<file path="src/rtl/prism_sp_unit_puzzle_fifo_r_unpack_if.sv">
`default_nettype none
// +----------------------------------------------------------------------------+
// | fifo_read_interface                                                        |
// | First-word-fall-through FIFO read port: data valid while !empty.           |
// | Rev 1.0                                                                    |
// +----------------------------------------------------------------------------+
interface fifo_read_interface #(
  parameter int DATA_WIDTH = 72
);
  logic [DATA_WIDTH-1:0] rd_data;
  logic                  empty;
  logic                  rd_en;

  modport master (input rd_data, input empty, output rd_en);
  modport slave  (output rd_data, output empty, input rd_en);
endinterface
`default_nettype wire

</file>
<file path="src/rtl/prism_sp_unit_puzzle_fifo_r_unpack.sv">
`default_nettype none
// +----------------------------------------------------------------------------+
// | prism_sp_unit_puzzle_fifo_r_unpack                                         |
// | Splits wide FWFT FIFO entries into registered OUT_WIDTH-bit slices.        |
// | Rev 1.0                                                                    |
// +----------------------------------------------------------------------------+
module prism_sp_unit_puzzle_fifo_r_unpack #(
  parameter  int DATA_WIDTH = 72,
  parameter  int OUT_WIDTH  = 32,
  parameter  bit MSB_FIRST  = 1'b0,
  localparam int OW_SAFE    = (OUT_WIDTH < 1) ? 1 : OUT_WIDTH,
  localparam int NWORDS     = DATA_WIDTH / OW_SAFE,
  localparam int REM        = DATA_WIDTH % OW_SAFE,
  localparam int LASTIDX    = (REM != 0) ? NWORDS : NWORDS - 1,
  localparam int IDXW       = (LASTIDX > 0) ? $clog2(LASTIDX + 1) : 1
) (
  input  logic                 clk,
  input  logic                 rst,
  fifo_read_interface.master   fifo_r,
  input  logic                 skip,
  output logic [OW_SAFE-1:0]   out,
  output logic                 out_valid,
  input  logic                 out_ready,
  output logic                 out_first,
  output logic                 out_last,
  output logic [IDXW-1:0]      idx
);

  localparam logic [IDXW-1:0] c_LAST = IDXW'(LASTIDX);
  localparam int              c_PADW = (LASTIDX + 1) * OW_SAFE;

  if (OUT_WIDTH < 1) begin : g_bad_width
    $fatal(1, "OUT_WIDTH must be >= 1");
  end

  logic [OW_SAFE-1:0] r_out;
  logic               r_valid;
  logic               r_first;
  logic               r_last;
  logic [IDXW-1:0]    r_idx;

  logic [c_PADW-1:0]  w_padded;
  logic [IDXW-1:0]    w_phys;
  logic [OW_SAFE-1:0] w_slice;
  logic               w_space;
  logic               w_load;
  logic               w_skip_pop;
  logic [IDXW-1:0]    w_idx_next;

  // Zero-extend so the partial top slice reads zeros above DATA_WIDTH.
  always_comb begin
    w_padded                   = '0;
    w_padded[DATA_WIDTH-1:0]   = fifo_r.rd_data;
  end

  if (MSB_FIRST) begin : g_msb_first
    assign w_phys = c_LAST - r_idx;
  end else begin : g_lsb_first
    assign w_phys = r_idx;
  end

  assign w_slice    = w_padded[w_phys*OW_SAFE +: OW_SAFE];
  assign w_space    = !r_valid || out_ready;
  assign w_load     = w_space && !fifo_r.empty && !skip && !rst;
  assign w_skip_pop = skip && !fifo_r.empty && !rst;
  assign w_idx_next = (r_idx == c_LAST) ? '0 : r_idx + 1'b1;

  assign fifo_r.rd_en = !rst && !fifo_r.empty && ((w_load && (r_idx == c_LAST)) || skip);

  always_ff @(posedge clk or posedge rst) begin
    if (rst) begin
      r_out   <= '0;
      r_valid <= 1'b0;
      r_first <= 1'b0;
      r_last  <= 1'b0;
      r_idx   <= '0;
    end else begin
      if (w_load) begin
        r_out   <= w_slice;
        r_valid <= 1'b1;
        r_first <= (r_idx == '0);
        r_last  <= (r_idx == c_LAST);
      end else if (w_space) begin
        r_valid <= 1'b0;
      end
      // A skip pops the entry even while the output stage is stalled.
      if (w_skip_pop) begin
        r_idx <= '0;
      end else if (w_load) begin
        r_idx <= w_idx_next;
      end
    end
  end

  assign out       = r_out;
  assign out_valid = r_valid;
  assign out_first = r_first;
  assign out_last  = r_last;
  assign idx       = r_idx;

endmodule
`default_nettype wire
</file>
<file path="src/flat_wrapper.sv">
// flat-port wrapper written by rule: the top's interface ports become plain ports
module prism_sp_unit_puzzle_fifo_r_unpack_flat 
#(
  parameter  int DATA_WIDTH = 72,
  parameter  int OUT_WIDTH  = 32,
  parameter  bit MSB_FIRST  = 1'b0,
  localparam int OW_SAFE    = (OUT_WIDTH < 1) ? 1 : OUT_WIDTH,
  localparam int NWORDS     = DATA_WIDTH / OW_SAFE,
  localparam int REM        = DATA_WIDTH % OW_SAFE,
  localparam int LASTIDX    = (REM != 0) ? NWORDS : NWORDS - 1,
  localparam int IDXW       = (LASTIDX > 0) ? $clog2(LASTIDX + 1) : 1
)
  (clk, rst, skip, out, out_valid, out_ready, out_first, out_last, idx, fifo_r_rd_data, fifo_r_empty, fifo_r_rd_en);
  fifo_read_interface #(.DATA_WIDTH(DATA_WIDTH)) fifo_r_i ();
  input  logic clk;
  input  logic rst;
  input  logic skip;
  output logic [OW_SAFE-1:0] out;
  output logic out_valid;
  input  logic out_ready;
  output logic out_first;
  output logic out_last;
  output logic [IDXW-1:0] idx;
  input wire logic [$bits(fifo_r_i.rd_data)-1:0] fifo_r_rd_data;
  input wire logic [$bits(fifo_r_i.empty)-1:0] fifo_r_empty;
  output wire logic [$bits(fifo_r_i.rd_en)-1:0] fifo_r_rd_en;
  assign fifo_r_i.rd_data = fifo_r_rd_data;
  assign fifo_r_i.empty = fifo_r_empty;
  assign fifo_r_rd_en = fifo_r_i.rd_en;
  prism_sp_unit_puzzle_fifo_r_unpack #(.DATA_WIDTH(DATA_WIDTH), .OUT_WIDTH(OUT_WIDTH), .MSB_FIRST(MSB_FIRST)) u_core (.clk(clk), .rst(rst), .fifo_r(fifo_r_i), .skip(skip), .out(out), .out_valid(out_valid), .out_ready(out_ready), .out_first(out_first), .out_last(out_last), .idx(idx));
endmodule
</file>
<file path="config.mk">
export PLATFORM = sky130hd
export DESIGN_NAME = prism_sp_unit_puzzle_fifo_r_unpack_flat
export DESIGN_NICKNAME = d
export VERILOG_FILES = /design/src/rtl/prism_sp_unit_puzzle_fifo_r_unpack_if.sv /design/src/rtl/prism_sp_unit_puzzle_fifo_r_unpack.sv /design/src/flat_wrapper.sv
export SDC_FILE = /design/constraint.sdc
export NUM_CORES = 1
export LEC_CHECK = 0
export CORE_MARGIN = 1
export CORE_UTILIZATION = 35
export CTS_BUF_LIST = sky130_fd_sc_hd__clkbuf_16
export DETAILED_ROUTE_END_ITERATION = 10
export MAX_ROUTING_LAYER = met4
export PLACE_DENSITY_LB_ADDON = 0.2
export SLEW_MARGIN = 0
export SYNTH_ARGS = -nofsm -noshare
export SYNTH_HDL_FRONTEND = slang
export SYNTH_SLANG_ARGS = --single-unit
</file>
<file path="constraint.sdc">
create_clock -name clk -period 4.6 [get_ports clk]
set_input_delay 0.92 -clock clk [delete_from_list [all_inputs] [get_ports clk]]
set_output_delay 0.92 -clock clk [all_outputs]
set_load 0.05 [all_outputs]
</file>
# Word-level counts from Yosys, hierarchy flattened
# Cells that the tools add are included.
dict set report classes {
  n_addsub 1
  eq_ne 1
  magnitude_cmp 0
  bitwise_logic 0
  reduce_logical 17
  div_mod_pow 0
  multipliers 0
  shift 1
  n_mux 5
}
# cell count
set op_table {}
lappend op_table {{indexed part select 96 x 8 -> 32 bit} 1}
lappend op_table {{logical AND 1 bit} 8}
lappend op_table {{two-way mux 2 bit} 3}
lappend op_table {{zero test 1 bit} 4}
lappend op_table {{nonzero test 2 bit} 2}
lappend op_table {{adder 2 x 1 -> 2 bit (second input constant)} 1}
lappend op_table {{equality test 2 bit (second input constant)} 1}
lappend op_table {{zero test 2 bit} 1}
lappend op_table {{logical OR 1 bit} 2}
lappend op_table {{two-way mux 1 bit} 2}
dict set report totals {
  mem_count 0
  latchBits 0
  regBits 37
  rom_bits 0
  inputBits 77
  ramBits 0
  out_inout_bits 38
}

# Logic depth before layout (Yosys ltp)
# Gate-level depths: netlist of run 1.
dict set report depth {
  word_depth 8
  depth_mapped 5
  ltp_nobuf 3
}

# Worst setup path after synthesis of run 1
# No wires, ideal clock.
dict set report synth_timing {
  kind {flip-flop to output port}
  startpoint {register u_core.r_idx[1], in the netlist u_core.idx[1]}
  endpoint {output fifo_r_rd_en}
  n_path_buf 2
  t_arrival_ps 2414
  stages_incl_launch_ff 6
  path_slack_ps 1266
  cell_sequence {dfrtp_1 -> buf_2 -> buf_2 -> nor2b_1 -> a21oi_1 -> nor3_1}
}
dict set report synth_between {
  elab_chain_cells 4
}
# element line
set synth_lines {}
lappend synth_lines {{from (decl)} prism_sp_unit_puzzle_fifo_r_unpack.sv:40} ;# logic [IDXW-1:0] r_idx;
lappend synth_lines {{from (signal assigned)} prism_sp_unit_puzzle_fifo_r_unpack.sv:90} ;# r_idx <= w_idx_next;
lappend synth_lines {{equality test 2 bit} prism_sp_unit_puzzle_fifo_r_unpack.sv:68} ;# assign fifo_r.rd_en = !rst && !fifo_r.empty && ((w_load && (r_idx == c_LAST)) || skip);
lappend synth_lines {{logical AND 1 bit} prism_sp_unit_puzzle_fifo_r_unpack.sv:68}
lappend synth_lines {{logical OR 1 bit} prism_sp_unit_puzzle_fifo_r_unpack.sv:68}
lappend synth_lines {{logical AND 1 bit} prism_sp_unit_puzzle_fifo_r_unpack.sv:68}
lappend synth_lines {{to (decl)} flat_wrapper.sv:26} ;# output wire logic [$bits(fifo_r_i.rd_en)-1:0] fifo_r_rd_en;
# Every way passes these cells.

# Worst setup path after layout of run 1
dict set report layout_timing {
  startpoint {input out_ready}
  endpoint {output fifo_r_rd_en}
}
dict set report layout_between {
  elab_chain_cells 7
}
# element line
set layout_lines {}
lappend layout_lines {{from (decl)} flat_wrapper.sv:20} ;# input logic out_ready;
lappend layout_lines {{logical OR 1 bit} prism_sp_unit_puzzle_fifo_r_unpack.sv:63} ;# assign w_space = !r_valid || out_ready;
lappend layout_lines {{logical AND 1 bit (3 in a row)} prism_sp_unit_puzzle_fifo_r_unpack.sv:64} ;# assign w_load = w_space && !fifo_r.empty && !skip && !rst;
lappend layout_lines {{logical AND 1 bit} prism_sp_unit_puzzle_fifo_r_unpack.sv:68}
lappend layout_lines {{logical OR 1 bit} prism_sp_unit_puzzle_fifo_r_unpack.sv:68}
lappend layout_lines {{logical AND 1 bit} prism_sp_unit_puzzle_fifo_r_unpack.sv:68}
# Every way passes these cells.

==> flow_summary.json, run 1 <==
{
  "status": "finished clean",
  "dp.cells": 336,
  "synth_cell_types": 18,
  "switchingPower_uw": 733,
  "worst_pin_slew_ns": 0.941,
  "core-area_um2": 5240,
  "yosysTopAreaCell": "dfrtp_1",
  "comb_power_share": 0.488,
  "cp_slowest_stage_delay_ns": 0.83,
  "peakVddDrop_v": 0.000296,
  "r2r-start": "u_core.idx[0]",
  "rows": 26,
  "start_util": 0.375,
  "period_minus_slack_ns": 3.46,
  "worstPathArrival_ns": 2.54,
  "clockPowerShare": 0.235,
  "post-dp-hpwl_mm": 3.46,
  "syn_inst": 161,
  "grt_max_degree": 38,
  "drv_cap": 0,
  "grt_pass1_vias": 1736,
  "dr.pass1.iters": 3,
  "post-route-period-util": 0.753,
  "swShare": 0.399,
  "fp.dieW_um": 76.9,
  "ctsRootBufferMaster": "clkbuf_16",
  "power_density_nw_per_um2": 552,
  "synth_area_um2": 1960,
  "wire_per_inst_um": 14.2,
  "rsz0062_at_grt": "false",
  "setup_viol": 0,
  "start_kind": "input pin",
  "nets": 350,
  "synth_fp_nets": 238,
  "fin_tns_setup_ns": 0,
  "die-area_um2": 5910,
  "io_buffers": 114,
  "setup.worst_path.class": "input pin to primary output",
  "cell_internal_pwr_mw": 1.10,
  "hp-class": "register to register",
  "critPathMaxFanout": 2,
  "clk_pin_slew_ns": 0.05,
  "overflow": 0,
  "worstSetupStartpoint": "out_ready",
  "grt_first_pass_wirelength_mm": 8.15,
  "p_seq_frac": 0.277,
  "synth_common_cells": "37 x dfrtp_1, 32 x mux2_2, 32 x mux2i_1, 26 x nor2_1, 8 x o2bb2ai_1",
  "syn2layout_area_growth_pct": 69.6,
  "routed_via_density": 4.78,
  "diodes": 0,
  "grt_usage": 0.179,
  "antenna_left": 0,
  "slew_violations": 0,
  "die-height_um": 76.9,
  "path_cells": "clkdlybuf4s50_1 -> nand2b_1 -> a21oi_1 -> nor3_1 -> clkdlybuf4s50_1",
  "cts_tree": "done",
  "ioPinCount": 115,
  "synth_edf_count": 0,
  "syn_avg_cell_area_um2": 12.2,
  "cts-buffers-inserted": 5,
  "post_cts_resized": 0,
  "critPathSlowestCell": "clkdlybuf4s50_1",
  "synth_top_area_share": 0.472,
  "ys_top_cells_by_area": "dfrtp_1 47%, mux2_2 18%, mux2i_1 16%, nor2_1 5.0%, o2bb2ai_1 3.6%",
  "htreeDepth": 2,
  "fin_cells": 344,
  "drc": 0,
  "relSlewSlack": 0.373,
  "num_vias": 1644,
  "r2r_setup_slack_ns": 2.48,
  "wl_mm": 4.90,
  "yosysWarnings": 0,
  "power_mw": 1.84,
  "clkLatencyLatePin_ns": 0.27,
  "ctsHoldBuffers": 0,
  "cts.sinks": 37,
  "synth.most_common_cell": "dfrtp_1",
  "drive_above_1_share": 0.168,
  "ys_seq_elements": 37,
  "hp-start": "u_core.out[24]",
  "final_hold_viol_count": 0,
  "fmax_ghz": 0.289,
  "postCtsSetupBuffers": 0,
  "synth_seq_area_share": 0.472,
  "fin_skew_ns": 0.00335,
  "required_ns": 3.68,
  "leakage_nw": 1.35,
  "end_kind": "primary output",
  "cp_common_cell": "clkdlybuf4s50_1",
  "clock_path_buffers": 2,
  "grt_antenna_before_repair": 0,
  "async_flop_share": 1.00,
  "synth_top_flop_cell": "dfrtp_1",
  "initialDrtViolationCount": 39,
  "gp_congestion": 0.690
}
## stage by stage
step                hold WS (ns)  setup WS (ns)  instance area [um^2]  utilization
floorplan                  0.828           1.27                  1960            -
global placement           0.468           1.16                  3140        0.599
detailed placement         0.474           1.16                  3140        0.599
CTS                        0.495           1.14                  3330        0.635
global route               0.514           1.05                  3330        0.635
finish                     0.487           1.14                  3330        0.635
## state kept, by name, summed over array words and instances (netlist names)
| signal | flops |
|---|---|
| u_core.idx | 2 |
| u_core.out | 32 |
| u_core.out_first | 1 |
| u_core.out_last | 1 |
| u_core.out_valid | 1 |
## layout make-up
type	instances	area, um^2
fillers	432	1910
repair buffers	117	1160
multi-input cells	111	956
flip-flops and latches	37	927
clock buffers	5	125
well taps	70	87.6
clock inverters	3	65.1
inverters	1	3.75
## worst max-delay path: cells and delay by family
kind	cells	cell delay (ns)
buffers and inverters	2	1.31
AND/OR/NAND/NOR	2	0.26
AO/OA/AOI/OAI	1	0.06
## per-layer routing
layer,GRT usage,wire length [um],vias up
li1,-,-,792
met1,0.204,2120,776
met2,0.293,2310,70
met3,0.0679,417,6
met4,0.0519,53,0
met5,-,0,-
## placed cells by master (no fill, tap or decap)
master	count
clkbuf_16	5
dfrtp_1	36
nor4_4	1
nand2b_1	1
nor3_1	1
or2_2	1
clkdlybuf4s50_1	114
a21oi_1	1
a22o_1	2
o2bb2ai_1	8
dfrtp_2	1
buf_4	3
clkinv_2	1
nor2_1	26
bufinv_16	2
mux2i_1	32
mux2_2	32
inv_1	1
o21ai_0	1
nor2b_1	3
mux2_1	2
## power by group through the flow
stage / Combinational, mW / Sequential (mW) / Clock [mW]
2_1_floorplan: 0.217 / 0.868 / 0
3_3_place_gp: 0.896 / 0.511 / 0
3_5_place_dp: 0.903 / 0.516 / 0
4_1_cts: 0.906 / 0.512 / 0.441
5_1_grt: 0.938 / 0.526 / 0.457
6_report: 0.897 / 0.509 / 0.432
## kinds of logic (layout without fill, tap and decap cells)
family                 Yosys count  after routing  share of synthesized area
muxes                           66             66                      0.358
DFF                             37             37                      0.472
and+or+nand+nor                 33             33                     0.0791
buffers and inverters           13            126                     0.0408
AOI/OAI and AO/OA               12             12                     0.0497
## path summary, 6_finish.rpt
| check | to | cells past startpoint |
|---|---|---|
| max | fifo_r_rd_en | 5 |
| min | u_core.out[24] | 1 |
| max reg2reg | u_core.out[3] | 3 |
| min reg2reg | u_core.out[24] | 1 |
| max in group asynchronous | u_core.idx[0] | 3 |
| min in group asynchronous | u_core.out_valid | 3 |
(Power assumes the default switching activity.)
==> run 2: changes to the inputs <==
==> constraint.sdc (replaced) <==
create_clock -name clk -period 3.4 [get_ports clk]
set_input_delay 0.68 -clock clk [delete_from_list [all_inputs] [get_ports clk]]
set_output_delay 0.68 -clock clk [all_outputs]
set_load 0.05 [all_outputs]
==> run 2 against run 1 <==
Sequential share of layout area is 0.34 points higher. Critical endpoint is now idx[0]. Combinational power is 36% higher. Largest cell class unchanged. Flip-flop and latch count stayed put. Count of clock-buffer cells in the layout stayed put.
==> flow_summary.json, run 2 (same netlist as run 1, synthesis figures left out) <==
{
  "power_density_nw_per_um2": 707,
  "nets": 352,
  "grt_first_pass_wirelength_mm": 8.14,
  "ioPinCount": 115,
  "slew_violations": 0,
  "hp-start": "u_core.out[20]",
  "worst_pin_slew_ns": 0.633,
  "power_mw": 2.32,
  "r2r-start": "u_core.idx[0]",
  "ctsRootBufferMaster": "clkbuf_16",
  "fp.dieW_um": 76.9,
  "routed_via_density": 4.75,
  "post_cts_resized": 0,
  "clk_pin_slew_ns": 0.05,
  "hold_path_end": "u_core.out[20]",
  "met2_usage": 0.298,
  "use_met3": 0.0583,
  "reg2reg_to": "u_core.out[5]",
  "final_hold_viol_count": 0,
  "rows": 26,
  "crit_family": "buffers and inverters",
  "most-common-layout-cells": "113 x clkdlybuf4s50_1, 36 x dfrtp_1, 32 x mux2i_1, 32 x mux2_2, 26 x nor2_1",
  "clock_path_buffers": 2,
  "cp_slowest_stage_delay_ns": 0.89,
  "ctsHoldBuffers": 0,
  "htreeDepth": 2,
  "dpl_cell_area_um2": 3150,
  "overflow": 0,
  "initialDrtViolationCount": 69,
  "cp.buffers_inverters": 1,
  "busiest_layer": "met2",
  "grtUsageMet1": 0.210,
  "start_util": 0.375,
  "io_buffers": 114,
  "setup_viol": 0,
  "wl_mm": 4.86,
  "grt_pass1_vias": 1699,
  "end_kind": "primary output",
  "post-dp-hpwl_mm": 3.74,
  "critPathMaxFanout": 20,
  "core-area_um2": 5240,
  "period_minus_slack_ns": 2.50,
  "start_kind": "register",
  "cts-buffers-inserted": 5,
  "worstSetupStartpoint": "u_core.idx[0]",
  "antenna_left": 0,
  "wire_per_inst_um": 14.0,
  "largest_register_ffs": 32,
  "hold-path-cell-count": 1,
  "die-area_um2": 5910,
  "syn2layout_area_growth_pct": 67.6,
  "grt_usage": 0.179,
  "die-height_um": 76.9,
  "diodes": 0,
  "final_area_um2": 3290,
  "dr.pass1.iters": 4,
  "drv_cap": 0,
  "rsz0062_at_grt": "false",
  "postCtsSetupBuffers": 0,
  "final_common_cell": "clkdlybuf4s50_1",
  "place_ws_ns": 0.945,
  "finalWorstSetupSlack_ns": 0.899,
  "drc": 0,
  "utilization": 0.628,
  "status": "finished clean",
  "worstPathArrival_ns": 1.82,
  "clkLatencyLatePin_ns": 0.27,
  "cts.sinks": 37,
  "drive_above_1_share": 0.170,
  "grt_antenna_before_repair": 0,
  "relSlewSlack": 0.577,
  "gp_congestion": 0.672,
  "leakage_nw": 1.33,
  "critPathSlowestCell": "clkdlybuf4s50_1",
  "hp-class": "register to register",
  "fin_skew_ns": 0.00184,
  "fin_tns_setup_ns": 0,
  "setup.worst_path.class": "register to primary output",
  "post-route-period-util": 0.736,
  "peakVddDrop_v": 0.000598,
  "cts_tree": "done",
  "grt_max_degree": 38,
  "r2r.worst_path.cells": 4,
  "r2r_setup_slack_ns": 1.35,
  "required_ns": 2.72,
  "path_cells": "clkdlybuf4s50_1",
  "fmax_ghz": 0.400,
  "num_vias": 1644
}
[run 2: changes by cell type in the layout (fill, tap and decap cells not counted)]
cell / change
clkinv_1: +2
buf_4: +3
bufinv_16: -2
clkdlybuf4s50_1: -1
[run 2: through the flow]
step	std cells	hold slack [ns]
global route	346	0.514
detailed placement	338	0.475
global placement	338	0.470
CTS	346	0.487
finish	346	0.482
floorplan	161	0.828
[run 2: power breakdown]
group / leakage [nW] / switching (mW) / internal, mW
registers: 0.447 / 0.0935 / 0.585
logic: 0.818 / 0.730 / 0.493
clock network: 0.0687 / 0.158 / 0.264
total: 1.33 / 0.982 / 1.34
[run 2: worst max path at each step]
stage                    endpoint  depth (start not counted)
floorplan            fifo_r_rd_en                          5
global placement    u_core.out[4]                          4
detailed placement  u_core.out[5]                          4
CTS                        idx[1]                          1
global route               idx[0]                          1
finish                     idx[0]                          1
[run 2: layer usage]
layer,part of all wire,vias to the layer above
li1,-,801
met1,0.42,766
met2,0.49,72
met3,0.082,5
met4,0.0072,0
met5,0,-
[run 2: area by class of cell]
class                           count  area, um^2
Clock buffer                        5         125
Clock inverter                      3        12.5
Fill cell                         447        1950
Inverter                            1        3.75
Multi-Input combinational cell    111         956
Sequential cell                    37         927
Tap cell                           70        87.6
Timing Repair Buffer              119        1180
==> run 3: changes to the inputs <==
--- a/config.mk
+++ b/config.mk
@@ -6,7 +6,7 @@
 export NUM_CORES = 1
 export LEC_CHECK = 0
 export CORE_MARGIN = 1
-export CORE_UTILIZATION = 35
+export CORE_UTILIZATION = 34
 export CTS_BUF_LIST = sky130_fd_sc_hd__clkbuf_16
 export DETAILED_ROUTE_END_ITERATION = 10
 export MAX_ROUTING_LAYER = met4
==> constraint.sdc (replaced) <==
create_clock -name clk -period 2.3 [get_ports clk]
set_input_delay 0.46 -clock clk [delete_from_list [all_inputs] [get_ports clk]]
set_output_delay 0.46 -clock clk [all_outputs]
set_load 0.05 [all_outputs]
==> run 3 against run 2 <==
Global-route usage about the same. Via count is 1.0% higher. Critical path depth rose by 4. Die area increased by 2.9%. Non-clock buffer count increased by 2. Power is 50% higher. Sequential power grew 43%. Hold slack better by 0.0063 ns. First-iteration DRC count fell by 7.2%. Critical path type is now input pin to primary output. Largest power group unchanged.
==> flow_summary.json, run 3 (same netlist as run 1, synthesis figures left out) <==
{
  "status": "finished clean",
  "post_cts_resized": 0,
  "antenna_left": 0,
  "seq_area_um2": 927,
  "cts.sinks": 37,
  "hp-start": "u_core.out[24]",
  "nets": 354,
  "drv_cap": 0,
  "hold-path-cell-count": 1,
  "clock_path_buffers": 2,
  "die-area_um2": 6080,
  "htreeDepth": 2,
  "overflow": 0,
  "wl_mm": 5.09,
  "wire_per_inst_um": 14.5,
  "setup.worst_path.class": "input pin to primary output",
  "cts_tree": "done",
  "leakage_nw": 1.37,
  "grt_pass1_vias": 1674,
  "gp_congestion": 0.675,
  "fin_cells": 350,
  "start_util": 0.354,
  "largest_register_ffs": 32,
  "fmax_ghz": 0.509,
  "required_ns": 1.84,
  "r2r_setup_slack_ns": 0.56,
  "dr.pass1.iters": 4,
  "grt_antenna_before_repair": 0,
  "final_area_um2": 3370,
  "drc": 0,
  "reg2reg_to": "u_core.out[2]",
  "clkLatencyLatePin_ns": 0.27,
  "most-common-layout-cells": "111 x clkdlybuf4s50_1, 36 x dfrtp_1, 32 x mux2i_1, 32 x mux2_2, 26 x nor2_1",
  "ctsRootBufferMaster": "clkbuf_16",
  "relSlewSlack": 0.509,
  "peakVddDrop_v": 0.000576,
  "hold_slack_ns": 0.488,
  "hold_path_end": "u_core.out[24]",
  "start_kind": "input pin",
  "fin_tns_setup_ns": 0,
  "post-dp-hpwl_mm": 3.88,
  "nFillCells": 491,
  "grt_first_pass_wirelength_mm": 8.17,
  "dp.cells": 342,
  "num_vias": 1661,
  "grt_usage": 0.179,
  "cts-buffers-inserted": 5,
  "grt_max_degree": 30,
  "r2r.worst_path.cells": 4,
  "power_density_nw_per_um2": 1030,
  "r2r-start": "u_core.idx[0]",
  "drive_above_1_share": 0.183,
  "rows": 27,
  "postCtsSetupBuffers": 0,
  "critPathMaxFanout": 2,
  "dpl_cell_area_um2": 3240,
  "rsz0062_at_grt": "false",
  "diodes": 0,
  "worstPathArrival_ns": 1.50,
  "core-area_um2": 5540,
  "worst_pin_slew_ns": 0.735,
  "setup_viol": 0,
  "syn2layout_area_growth_pct": 71.9,
  "ioPinCount": 115,
  "fin_skew_ns": 0.00425,
  "power_mw": 3.48,
  "final_hold_viol_count": 0,
  "initialDrtViolationCount": 64,
  "final_common_cell": "clkdlybuf4s50_1",
  "io_buffers": 114,
  "fp.dieW_um": 78.0,
  "clk_pin_slew_ns": 0.05,
  "multi_input_area_um2": 967,
  "period_minus_slack_ns": 1.96,
  "hp-class": "register to register",
  "routed_via_density": 4.75,
  "die-height_um": 78.0,
  "ctsHoldBuffers": 0,
  "post-route-period-util": 0.854,
  "slew_violations": 0,
  "end_kind": "primary output"
}
## run 3: cell count changes in the layout (fill, tap and decap cells not counted)
| cell | previous run | this run |
|---|---|---|
| clkinv_2 | 1 | 0 |
| buf_12 | 0 | 5 |
| nor3_1 | 1 | 0 |
| clkinv_1 | 2 | 1 |
| buf_4 | 6 | 5 |
| clkdlybuf4s50_1 | 113 | 111 |
| nor3_4 | 0 | 1 |
| inv_1 | 1 | 3 |
## run 3: how the worst max path moves through the flow
stage,start,end,slack (ns),depth (start not counted)
4_1_cts,out_ready,fifo_r_rd_en,0.34,5
2_1_floorplan,u_core.idx[1],fifo_r_rd_en,0.03,5
3_5_place_dp,rst,u_core.out[13],0.17,4
6_report,out_ready,fifo_r_rd_en,0.34,5
5_1_grt,out_ready,fifo_r_rd_en,0.30,5
3_3_place_gp,rst,u_core.out[12],0.22,4
## run 3: report_power, final
group	internal (mW)	switching (mW)
registers	0.866	0.108
logic	0.755	1.13
clock network	0.389	0.234
total	2.01	1.47
## run 3: area by class of cell
type | count | share of cell area
Clock buffer | 5 | 0.0371
Clock inverter | 3 | 0.00334
Inverter | 1 | 0.00111
Multi-Input combinational cell | 111 | 0.287
Sequential cell | 37 | 0.275
Tap cell | 72 | 0.0267
Timing Repair Buffer | 121 | 0.370
## run 3: per-layer routing
metal,vias to the layer above,part of all wire,GRT usage
met5,-,0,-
met1,785,0.41,0.201
met4,0,0.015,0.0685
li1,799,-,-
met3,7,0.082,0.0482
met2,70,0.50,0.304
## run 3: critical path: stages
cell and delay, ns:
clkdlybuf4s50_1 0.41, nand2b_1 0.16, a21oi_1 0.25, nor3_4 0.07
buf_12 0.15
## run 3: through the flow
stage	util	setup slack [ns]
2_1_floorplan	-	0.0284
3_5_place_dp	0.584	0.168
6_report	0.609	0.337
5_1_grt	0.609	0.301
4_1_cts	0.609	0.337
3_3_place_gp	0.584	0.222
